===== src/rtl/edfic_pkg.sv =====
// rtl/edfic_pkg.sv - shared types, widths and deadline compare for the EDF core interface
package edfic_pkg;

    localparam int NR_IRQS  = 4;
    localparam int TS_WIDTH = 24;
    localparam int TS_CLIP  = 0;
    localparam int ID_WIDTH = $clog2(NR_IRQS);
    localparam int DL_WIDTH = TS_WIDTH + TS_CLIP;

    typedef enum logic [1:0] {
        IDLE   = 2'd0,
        OFFER  = 2'd1,
        SETTLE = 2'd2
    } state_e;

    typedef struct packed {
        logic [ID_WIDTH-1:0] id;
        logic [DL_WIDTH-1:0] abs_dl;
    } nest_entry_t;

    // Wrap-aware ordering: a is earlier than b when (a - b) is negative as a signed value.
    function automatic logic dl_earlier(input logic [DL_WIDTH-1:0] a,
                                        input logic [DL_WIDTH-1:0] b);
        logic [DL_WIDTH-1:0] w_diff;
        w_diff = a - b;
        return w_diff[DL_WIDTH-1];
    endfunction

endpackage


===== src/rtl/edfic_core_if_if.sv =====
// rtl/edfic_core_if_if.sv - arbitration, core handshake and nesting status bundle
interface edfic_core_if_if #(
    parameter int NestDepth = 4
);
    import edfic_pkg::*;

    localparam int DepthWidth = $clog2(NestDepth + 1);

    logic [63:0]           mtime_i;
    logic                  arb_valid_i;
    logic [ID_WIDTH-1:0]   arb_id_i;
    logic [DL_WIDTH-1:0]   arb_dl_i;
    logic                  ack_o;
    logic [ID_WIDTH-1:0]   ack_id_o;
    logic                  core_irq_o;
    logic [ID_WIDTH-1:0]   core_id_o;
    logic                  core_ack_i;
    logic                  core_done_i;
    logic                  thr_valid_o;
    logic [DL_WIDTH-1:0]   thr_dl_o;
    logic [DepthWidth-1:0] depth_o;
    logic                  spurious_o;

    modport master (
        input  mtime_i, arb_valid_i, arb_id_i, arb_dl_i, core_ack_i, core_done_i,
        output ack_o, ack_id_o, core_irq_o, core_id_o, thr_valid_o, thr_dl_o,
               depth_o, spurious_o
    );

    modport slave (
        output mtime_i, arb_valid_i, arb_id_i, arb_dl_i, core_ack_i, core_done_i,
        input  ack_o, ack_id_o, core_irq_o, core_id_o, thr_valid_o, thr_dl_o,
               depth_o, spurious_o
    );

endinterface


===== src/rtl/edfic_nest_stack.sv =====
// rtl/edfic_nest_stack.sv - LIFO of in-service interrupts, top entry holds the current threshold
module edfic_nest_stack
    import edfic_pkg::*;
#(
    parameter int NestDepth  = 4,
    parameter int DepthWidth = $clog2(NestDepth + 1)
) (
    input  logic                  i_clk,
    input  logic                  i_rst,
    input  logic                  i_push,
    input  logic                  i_pop,
    input  nest_entry_t           i_data,
    output nest_entry_t           o_top,
    output logic [DepthWidth-1:0] o_depth,
    output logic                  o_full,
    output logic                  o_empty
);

    nest_entry_t           r_mem [NestDepth];
    logic [DepthWidth-1:0] r_depth;

    // Storage and depth update; pop wins over push (both never arrive together).
    always_ff @(posedge i_clk or posedge i_rst) begin
        if (i_rst) begin
            r_depth <= '0;
            for (int i = 0; i < NestDepth; i++) begin
                r_mem[i] <= '0;
            end
        end else if (i_pop && (r_depth != '0)) begin
            r_depth <= r_depth - DepthWidth'(1);
        end else if (i_push && (r_depth != DepthWidth'(NestDepth))) begin
            for (int i = 0; i < NestDepth; i++) begin
                if (i == int'(r_depth)) begin
                    r_mem[i] <= i_data;
                end
            end
            r_depth <= r_depth + DepthWidth'(1);
        end
    end

    // Top-of-stack read, zero when empty so the threshold output idles at 0.
    always_comb begin
        o_top = '0;
        for (int i = 0; i < NestDepth; i++) begin
            if ((i + 1) == int'(r_depth)) begin
                o_top = r_mem[i];
            end
        end
    end

    assign o_depth = r_depth;
    assign o_full  = (r_depth == DepthWidth'(NestDepth));
    assign o_empty = (r_depth == '0);

endmodule


===== src/rtl/edfic_core_if.sv =====
// rtl/edfic_core_if.sv - offers the EDF winner to the core and tracks nested service
module edfic_core_if
    import edfic_pkg::*;
#(
    parameter int NestDepth = 4
) (
    input  logic           clk_i,
    input  logic           rst_i,
    edfic_core_if_if.master bus
);

    localparam int DepthWidth = $clog2(NestDepth + 1);

    state_e                r_state;
    state_e                w_state_nxt;
    nest_entry_t           r_lat;
    nest_entry_t           w_lat_nxt;
    logic                  r_core_irq;
    logic                  w_core_irq_nxt;
    logic                  r_ack;
    logic                  w_ack_nxt;
    logic [ID_WIDTH-1:0]   r_ack_id;
    logic [ID_WIDTH-1:0]   w_ack_id_nxt;
    logic                  r_spurious;
    logic                  w_spurious_nxt;
    logic                  w_push;
    logic                  w_pop;
    logic                  w_elig;
    nest_entry_t           w_cand;
    nest_entry_t           w_top;
    logic [DepthWidth-1:0] w_depth;
    logic                  w_full;
    logic                  w_empty;
    logic                  w_unused_mtime;

    assign w_unused_mtime = ^bus.mtime_i[63:DL_WIDTH];

    assign w_cand.id     = bus.arb_id_i;
    assign w_cand.abs_dl = bus.arb_dl_i + bus.mtime_i[DL_WIDTH-1:0];

    // Equal deadlines never preempt; a full stack blocks everything.
    assign w_elig = bus.arb_valid_i && !w_full &&
                    (w_empty || dl_earlier(w_cand.abs_dl, w_top.abs_dl));

    edfic_nest_stack #(
        .NestDepth  (NestDepth),
        .DepthWidth (DepthWidth)
    ) u_stack (
        .i_clk   (clk_i),
        .i_rst   (rst_i),
        .i_push  (w_push),
        .i_pop   (w_pop),
        .i_data  (r_lat),
        .o_top   (w_top),
        .o_depth (w_depth),
        .o_full  (w_full),
        .o_empty (w_empty)
    );

    // State, offer latch and registered outputs.
    always_ff @(posedge clk_i or posedge rst_i) begin
        if (rst_i) begin
            r_state    <= IDLE;
            r_lat      <= '0;
            r_core_irq <= 1'b0;
            r_ack      <= 1'b0;
            r_ack_id   <= '0;
            r_spurious <= 1'b0;
        end else begin
            r_state    <= w_state_nxt;
            r_lat      <= w_lat_nxt;
            r_core_irq <= w_core_irq_nxt;
            r_ack      <= w_ack_nxt;
            r_ack_id   <= w_ack_id_nxt;
            r_spurious <= w_spurious_nxt;
        end
    end

    // Next state, latch updates and stack control; done always takes precedence over ack.
    always_comb begin
        w_state_nxt    = r_state;
        w_lat_nxt      = r_lat;
        w_core_irq_nxt = r_core_irq;
        w_ack_nxt      = 1'b0;
        w_ack_id_nxt   = r_ack_id;
        w_push         = 1'b0;
        w_pop          = bus.core_done_i && !w_empty;
        w_spurious_nxt = bus.core_done_i && w_empty;

        case (r_state)
            IDLE: begin
                if (w_elig) begin
                    w_state_nxt    = OFFER;
                    w_lat_nxt      = w_cand;
                    w_core_irq_nxt = 1'b1;
                end
            end
            OFFER: begin
                if (bus.core_done_i) begin
                    w_state_nxt = OFFER;
                end else if (bus.core_ack_i) begin
                    w_push         = 1'b1;
                    w_ack_nxt      = 1'b1;
                    w_ack_id_nxt   = r_lat.id;
                    w_core_irq_nxt = 1'b0;
                    w_state_nxt    = SETTLE;
                end else if (w_elig) begin
                    w_lat_nxt = w_cand;
                end else begin
                    w_core_irq_nxt = 1'b0;
                    w_state_nxt    = IDLE;
                end
            end
            SETTLE: begin
                w_state_nxt = IDLE;
            end
            default: begin
                w_state_nxt    = IDLE;
                w_core_irq_nxt = 1'b0;
            end
        endcase
    end

    assign bus.ack_o       = r_ack;
    assign bus.ack_id_o    = r_ack_id;
    assign bus.core_irq_o  = r_core_irq;
    assign bus.core_id_o   = r_lat.id;
    assign bus.thr_valid_o = !w_empty;
    assign bus.thr_dl_o    = w_top.abs_dl;
    assign bus.depth_o     = w_depth;
    assign bus.spurious_o  = r_spurious;

endmodule

===== src/flat_wrapper.sv =====
// flat-port wrapper written by rule: the top's interface ports become plain ports
module edfic_core_if_flat import edfic_pkg::*;
#(
    parameter int NestDepth = 4
)
  (clk_i, rst_i, bus_mtime_i, bus_arb_valid_i, bus_arb_id_i, bus_arb_dl_i, bus_core_ack_i, bus_core_done_i, bus_ack_o, bus_ack_id_o, bus_core_irq_o, bus_core_id_o, bus_thr_valid_o, bus_thr_dl_o, bus_depth_o, bus_spurious_o);
  edfic_core_if_if #(.NestDepth(NestDepth)) bus_i ();
  input  logic clk_i;
  input  logic rst_i;
  input wire logic [$bits(bus_i.mtime_i)-1:0] bus_mtime_i;
  input wire logic [$bits(bus_i.arb_valid_i)-1:0] bus_arb_valid_i;
  input wire logic [$bits(bus_i.arb_id_i)-1:0] bus_arb_id_i;
  input wire logic [$bits(bus_i.arb_dl_i)-1:0] bus_arb_dl_i;
  input wire logic [$bits(bus_i.core_ack_i)-1:0] bus_core_ack_i;
  input wire logic [$bits(bus_i.core_done_i)-1:0] bus_core_done_i;
  output wire logic [$bits(bus_i.ack_o)-1:0] bus_ack_o;
  output wire logic [$bits(bus_i.ack_id_o)-1:0] bus_ack_id_o;
  output wire logic [$bits(bus_i.core_irq_o)-1:0] bus_core_irq_o;
  output wire logic [$bits(bus_i.core_id_o)-1:0] bus_core_id_o;
  output wire logic [$bits(bus_i.thr_valid_o)-1:0] bus_thr_valid_o;
  output wire logic [$bits(bus_i.thr_dl_o)-1:0] bus_thr_dl_o;
  output wire logic [$bits(bus_i.depth_o)-1:0] bus_depth_o;
  output wire logic [$bits(bus_i.spurious_o)-1:0] bus_spurious_o;
  assign bus_i.mtime_i = bus_mtime_i;
  assign bus_i.arb_valid_i = bus_arb_valid_i;
  assign bus_i.arb_id_i = bus_arb_id_i;
  assign bus_i.arb_dl_i = bus_arb_dl_i;
  assign bus_i.core_ack_i = bus_core_ack_i;
  assign bus_i.core_done_i = bus_core_done_i;
  assign bus_ack_o = bus_i.ack_o;
  assign bus_ack_id_o = bus_i.ack_id_o;
  assign bus_core_irq_o = bus_i.core_irq_o;
  assign bus_core_id_o = bus_i.core_id_o;
  assign bus_thr_valid_o = bus_i.thr_valid_o;
  assign bus_thr_dl_o = bus_i.thr_dl_o;
  assign bus_depth_o = bus_i.depth_o;
  assign bus_spurious_o = bus_i.spurious_o;
  edfic_core_if #(.NestDepth(NestDepth)) u_core (.clk_i(clk_i), .rst_i(rst_i), .bus(bus_i));
endmodule

===== config.mk =====
export PLATFORM = sky130hd
export DESIGN_NAME = edfic_core_if_flat
export DESIGN_NICKNAME = d
export VERILOG_FILES = /design/src/rtl/edfic_pkg.sv /design/src/rtl/edfic_core_if_if.sv /design/src/rtl/edfic_nest_stack.sv /design/src/rtl/edfic_core_if.sv /design/src/flat_wrapper.sv
export SDC_FILE = /design/constraint.sdc
export NUM_CORES = 1
export LEC_CHECK = 0
export CAP_MARGIN = 10
export CORE_UTILIZATION = 30
export CTS_CLUSTER_SIZE = 8
export DETAILED_ROUTE_END_ITERATION = 16
export PLACE_DENSITY = 0.5
export SLEW_MARGIN = 20
export SYNTH_ARGS = -nofsm -noshare
export SYNTH_HDL_FRONTEND = slang
export SYNTH_HIERARCHICAL = 1
export SYNTH_SLANG_ARGS = --single-unit

===== constraint.sdc =====
create_clock -name clk_i -period 5.7 [get_ports clk_i]
set_clock_uncertainty 0.1 [all_clocks]
set_input_delay 1.14 -clock clk_i [delete_from_list [all_inputs] [get_ports clk_i]]
set_output_delay 1.14 -clock clk_i [all_outputs]
set_load 0.01 [all_outputs]

### Yosys cells after proc, flatten, opt, wreduce, memory -nomap -nowiden

Cells that the tools add are included.

| storage, ports and cells | value |
|---|---|
| bits in registers | 132 |
| output and inout bits | 35 |

| operators by class | value |
|---|---|
| add/subtract/negate cells | 4 |
| equal/unequal tests | 13 |
| muxes and demuxes | 23 |
| bitwise operators | 3 |
| reduce and logical (&&, ||, !) cells | 23 |

Operator list:

| kind | number |
|---|---|
| 24-bit 2-to-1 mux | 4 |
| 26-bit 2-to-1 mux | 3 |
| 26-bit case mux with 2 select lines | 1 |
| 24-bit adder | 1 |
| 24-bit subtractor | 1 |
| 3-bit AND reduction | 6 |
| 3-bit == test (first input constant) | 3 |
| 2-bit 2-to-1 mux | 4 |
| 1-bit 2-to-1 mux | 7 |
| 1-bit logical AND | 6 |
| 3-bit logical NOT | 2 |
| 3-bit 2-to-1 mux | 2 |
| 3-bit inequality test (second input constant) | 2 |
| 2-bit inequality test (second input constant) | 2 |
| 4-bit inequality test (second input constant) | 1 |
| 2-bit case mux with 2 select lines | 1 |
| 4-bit AND reduction | 1 |
| 2-bit nonzero test | 2 |
| 3-bit by 1-bit adder with 3-bit output (second input constant) | 1 |
| 2-bit by 3-bit == test with 1-bit output (first input constant) | 1 |
| 3-bit == test (second input constant) | 1 |
| 1-bit inverter | 3 |
| 1-bit case mux with 3 select lines | 1 |
| 3-bit nonzero test | 1 |
| 8 further kinds | 9 |

### Depth between registers and ports, before layout

Gate-level depths: netlist of run 1.

| depth | value |
|---|---|
| depth after elaboration | 12 |
| gate-level depth with buffers | 19 |
| mapped depth without buffers | 18 |

### Cells and area by module

The synthesis of run 1 kept the hierarchy.

Modules (own cells, without submodules):

| module | instances | cells each | area an instance (µm²) |
|---|---|---|---|
| edfic_nest_stack | 1 | 338 | 4,787.1 |
| edfic_core_if | 1 | 329 | 3,111.7 |

### Worst setup path before layout of run 1

No wires, ideal clock.

| timing path | value |
|---|---|
| kind | input-to-reg |
| start | input port bus_mtime_i[0] |
| end | register u_core.r_lat, in the netlist u_core/bus.core_id_o[0] |
| arrival | 5.386 ns |
| required time | 5.475 ns |
| path slack | 0.089 ns |
| stages on the path | 19 |
| buffers on the path | 1 |
| cells stage by stage | ha_1 fa_1 a21o_1 a221oi_1 o21ai_0 a2bb2oi_1 a41oi_1 mux2i_1 nand2_1 ha_1 nand4_1 nor3_1 a2111o_1 o2111ai_1 nor3_1 and3b_4 o31ai_4 buf_6 mux2_4 |

RTL lines:

| what | line | RTL |
|---|---|---|
| start: declaration | flat_wrapper.sv:10 | `input wire logic [$bits(bus_i.mtime_i)-1:0] bus_mtime_i;` |
| end signal: assignment | edfic_core_if.sv:71 | `r_lat <= w_lat_nxt;` |
| end: declaration | edfic_core_if.sv:16 | `nest_entry_t r_lat;` |

==> metrics.txt, run 1 <==
Worst EP required slightly below 6 ns; global placement routability congestion 0.790; DRC Markers 0; fin crit period about 5.6 ns; syn nets 787; # rows 57; worst hold start u_core/u_stack/r_mem[28]$_DFFE_PP0P_; CTS tree built; crit path launch bus_arb_dl_i[9]; PortBufs ~90; largest buffer count on any clock path 2; clk_lat worst skew ~0.42 ns; dpl cells between 1k and 1.5k; Slew headroom 24.2%; Crit Path Class input port to flip-flop; worst vdd ir ~0.24 mV; die width roughly 160 µm; Non-Filler Instances between 1k and 1.5k; grt ovf 0; first-pass GRT wire length 33.9 mm; crit path DAT just under 6 ns; synthesized area 7560 µm²; core area 24,500 µm²; FMAX ~180 MHz; Slew @ Worst Pin around 1.1 ns; synthesis warning total 6; drt pass-1 iters 5; initial core utilization between 30% and 40%; post-route ant nets 0; Syn Inst Count roughly 650; uppermost layer routed met4; Fin. Hold Viols 0; gr usage total around 17%; worst min path class flip-flop to flip-flop; status finished clean; # IOs 130; type of origin of the critical path input port; vias post-DR a little under 6k; initial antenna violation count 0; final worst path period share between 90% and 100%; CP endpoint kind flip-flop; CTS buffer count 17; clk root buf clkbuf_16; full die area 25,900 µm²; Syn-to-layout area delta 37.6%; Hold Slack 0.403 ns; htree depth 4; layout cells sized above 1 a little over a third; Total Nets Final 960; # hold bufs at CTS 0; setup tns final 0 ns; DRT iter0 DRCs a little under 300; Reg-to-Reg Start u_core/u_stack/o_depth[0]$_DFFE_PP0P_; critical path peak fanout 5; M1 WL 9.61 mm; final count of pins violating max slew 0; largest net degree at the start of global routing between 60 and 70; commonest non-fill, non-tap cell in the layout dfrtp_1; vias in the first global route approximately 6.2k; Cell Pwr Density 471 nW/µm²; # diodes 0; commonest non-fill, non-tap cells in the layout dfrtp_1 (131), mux2_2 (103), buf_4 (81); drt via density a little over 5; Sink Count between 100 and 150; endpoints failing setup 0; Met2 Wirelength roughly 11 mm; Routed WL 21.8 mm; LEAKAGE 4.74 nW; DIE HEIGHT between 150 and 200 µm; max cap viols 0; Tot Pwr 4.91 mW; Syn Area/Cell ~12 µm²; average wire per standard cell 18.9 µm; CTS clk-pin slew, worst paths ~0.050 ns; DP HPWL ~15 mm; DR WL met3 a little over 800 µm
-- registers in the layout (all words and copies together) (netlist names) --
name and count:
u_core/bus.ack_o 1, u_core/r_lat 24, u_core/u_stack/r_mem 96, u_core/u_stack/o_depth 3, u_core/bus.spurious_o 1, u_core/r_state 2, u_core/bus.core_irq_o 1, u_core/bus.ack_id_o 2
u_core/bus.core_id_o 2
-- critical path, cell delays in order --
cell	delay [ns]
clkdlybuf4s50_1	0.41
ha_1	0.33
buf_6	0.13
a21oi_2	0.15
nand2_1	0.10
a32o_2	0.31
a2bb2oi_4	0.19
a41oi_2	0.25
mux2i_1	0.24
nand2_2	0.11
ha_4	0.30
nand4_1	0.10
nor3_2	0.24
a2111o_1	0.15
o2111ai_2	0.15
nor3_2	0.24
and3b_4	0.24
o31ai_4	0.27
buf_6	0.15
buf_8	0.12
buf_16	0.14
mux2_4	0.29
-- stage by stage --
stage / worst slack [ns] / instance area [µm²] / utilization (%)
6_report: 0.125 / 10400 / 42.4
5_1_grt: -0.0622 / 10400 / 42.4
4_1_cts: 0.0107 / 10100 / 41.3
3_5_place_dp: -0.829 / 9260 / 37.7
3_3_place_gp: -0.743 / 9260 / 37.7
2_1_floorplan: 0.0887 / 7560 / -
-- layer usage --
layer	track usage [%]	vias to the layer above
met5	0	-
met4	6.69	0
met3	2.82	39
met2	29.0	148
met1	21.8	2978
li1	-	2706
-- layout make-up --
cell class	count	area, µm²
Tap cell	324	405
Timing Repair Buffer	182	1720
Clock inverter	10	153
Sequential cell	132	3300
Fill cell	2327	14100
Clock buffer	21	480
Multi-Input combinational cell	448	4210
Inverter	37	141
-- path summary, 6_finish.rpt --
path,endpoint,slack [ns],cells after the start
hold reg to reg,u_core/u_stack/r_mem[28]$_DFFE_PP0P_,0.40,1
setup / recovery,u_core/r_lat[0]$_DFFE_PP0P_,0.13,22
max in group asynchronous,u_core/u_stack/r_mem[43]$_DFFE_PP0P_,3.22,3
setup reg to reg,u_core/r_lat[0]$_DFFE_PP0P_,1.20,17
min in group asynchronous,u_core/bus.ack_id_o[1]$_DFFE_PP0P_,0.99,2
hold / removal,u_core/u_stack/r_mem[28]$_DFFE_PP0P_,0.40,1
-- what timing repair did --
item,in CTS,in global routing
hold endpoints to repair,0,0
gates resized for setup,30,43
setup endpoints to repair,25,25
cloned,3,0
pin swaps,14,28
buffers inserted,6,13
-- where the power goes --
part / switching [mW] / leakage, nW / internal [mW] / total (mW)
clock network: 0.400 / 0.314 / 0.772 / 1.17
registers: 0.296 / 1.71 / 1.30 / 1.59
logic: 0.956 / 2.71 / 1.19 / 2.14
Note: power is estimated with default switching activity, not from simulation.
==> inputs of run 2 (changes only) <==
==> constraint.sdc (replaced) <==
create_clock -name clk_i -period 5.7 [get_ports clk_i]
set_clock_uncertainty 0.1 [all_clocks]
set_input_delay 1.14 -clock clk_i [delete_from_list [all_inputs] [get_ports clk_i]]
set_output_delay 1.14 -clock clk_i [all_outputs]
set_load 0.05 [all_outputs]
==> results of run 2 <==
The final DEF is identical to that of run 1. Status: finished clean.
Among the figures that moved: total power 4.91 mW -> 5.21 mW; worst IR drop on VDD 0.240 mV -> 0.295 mV
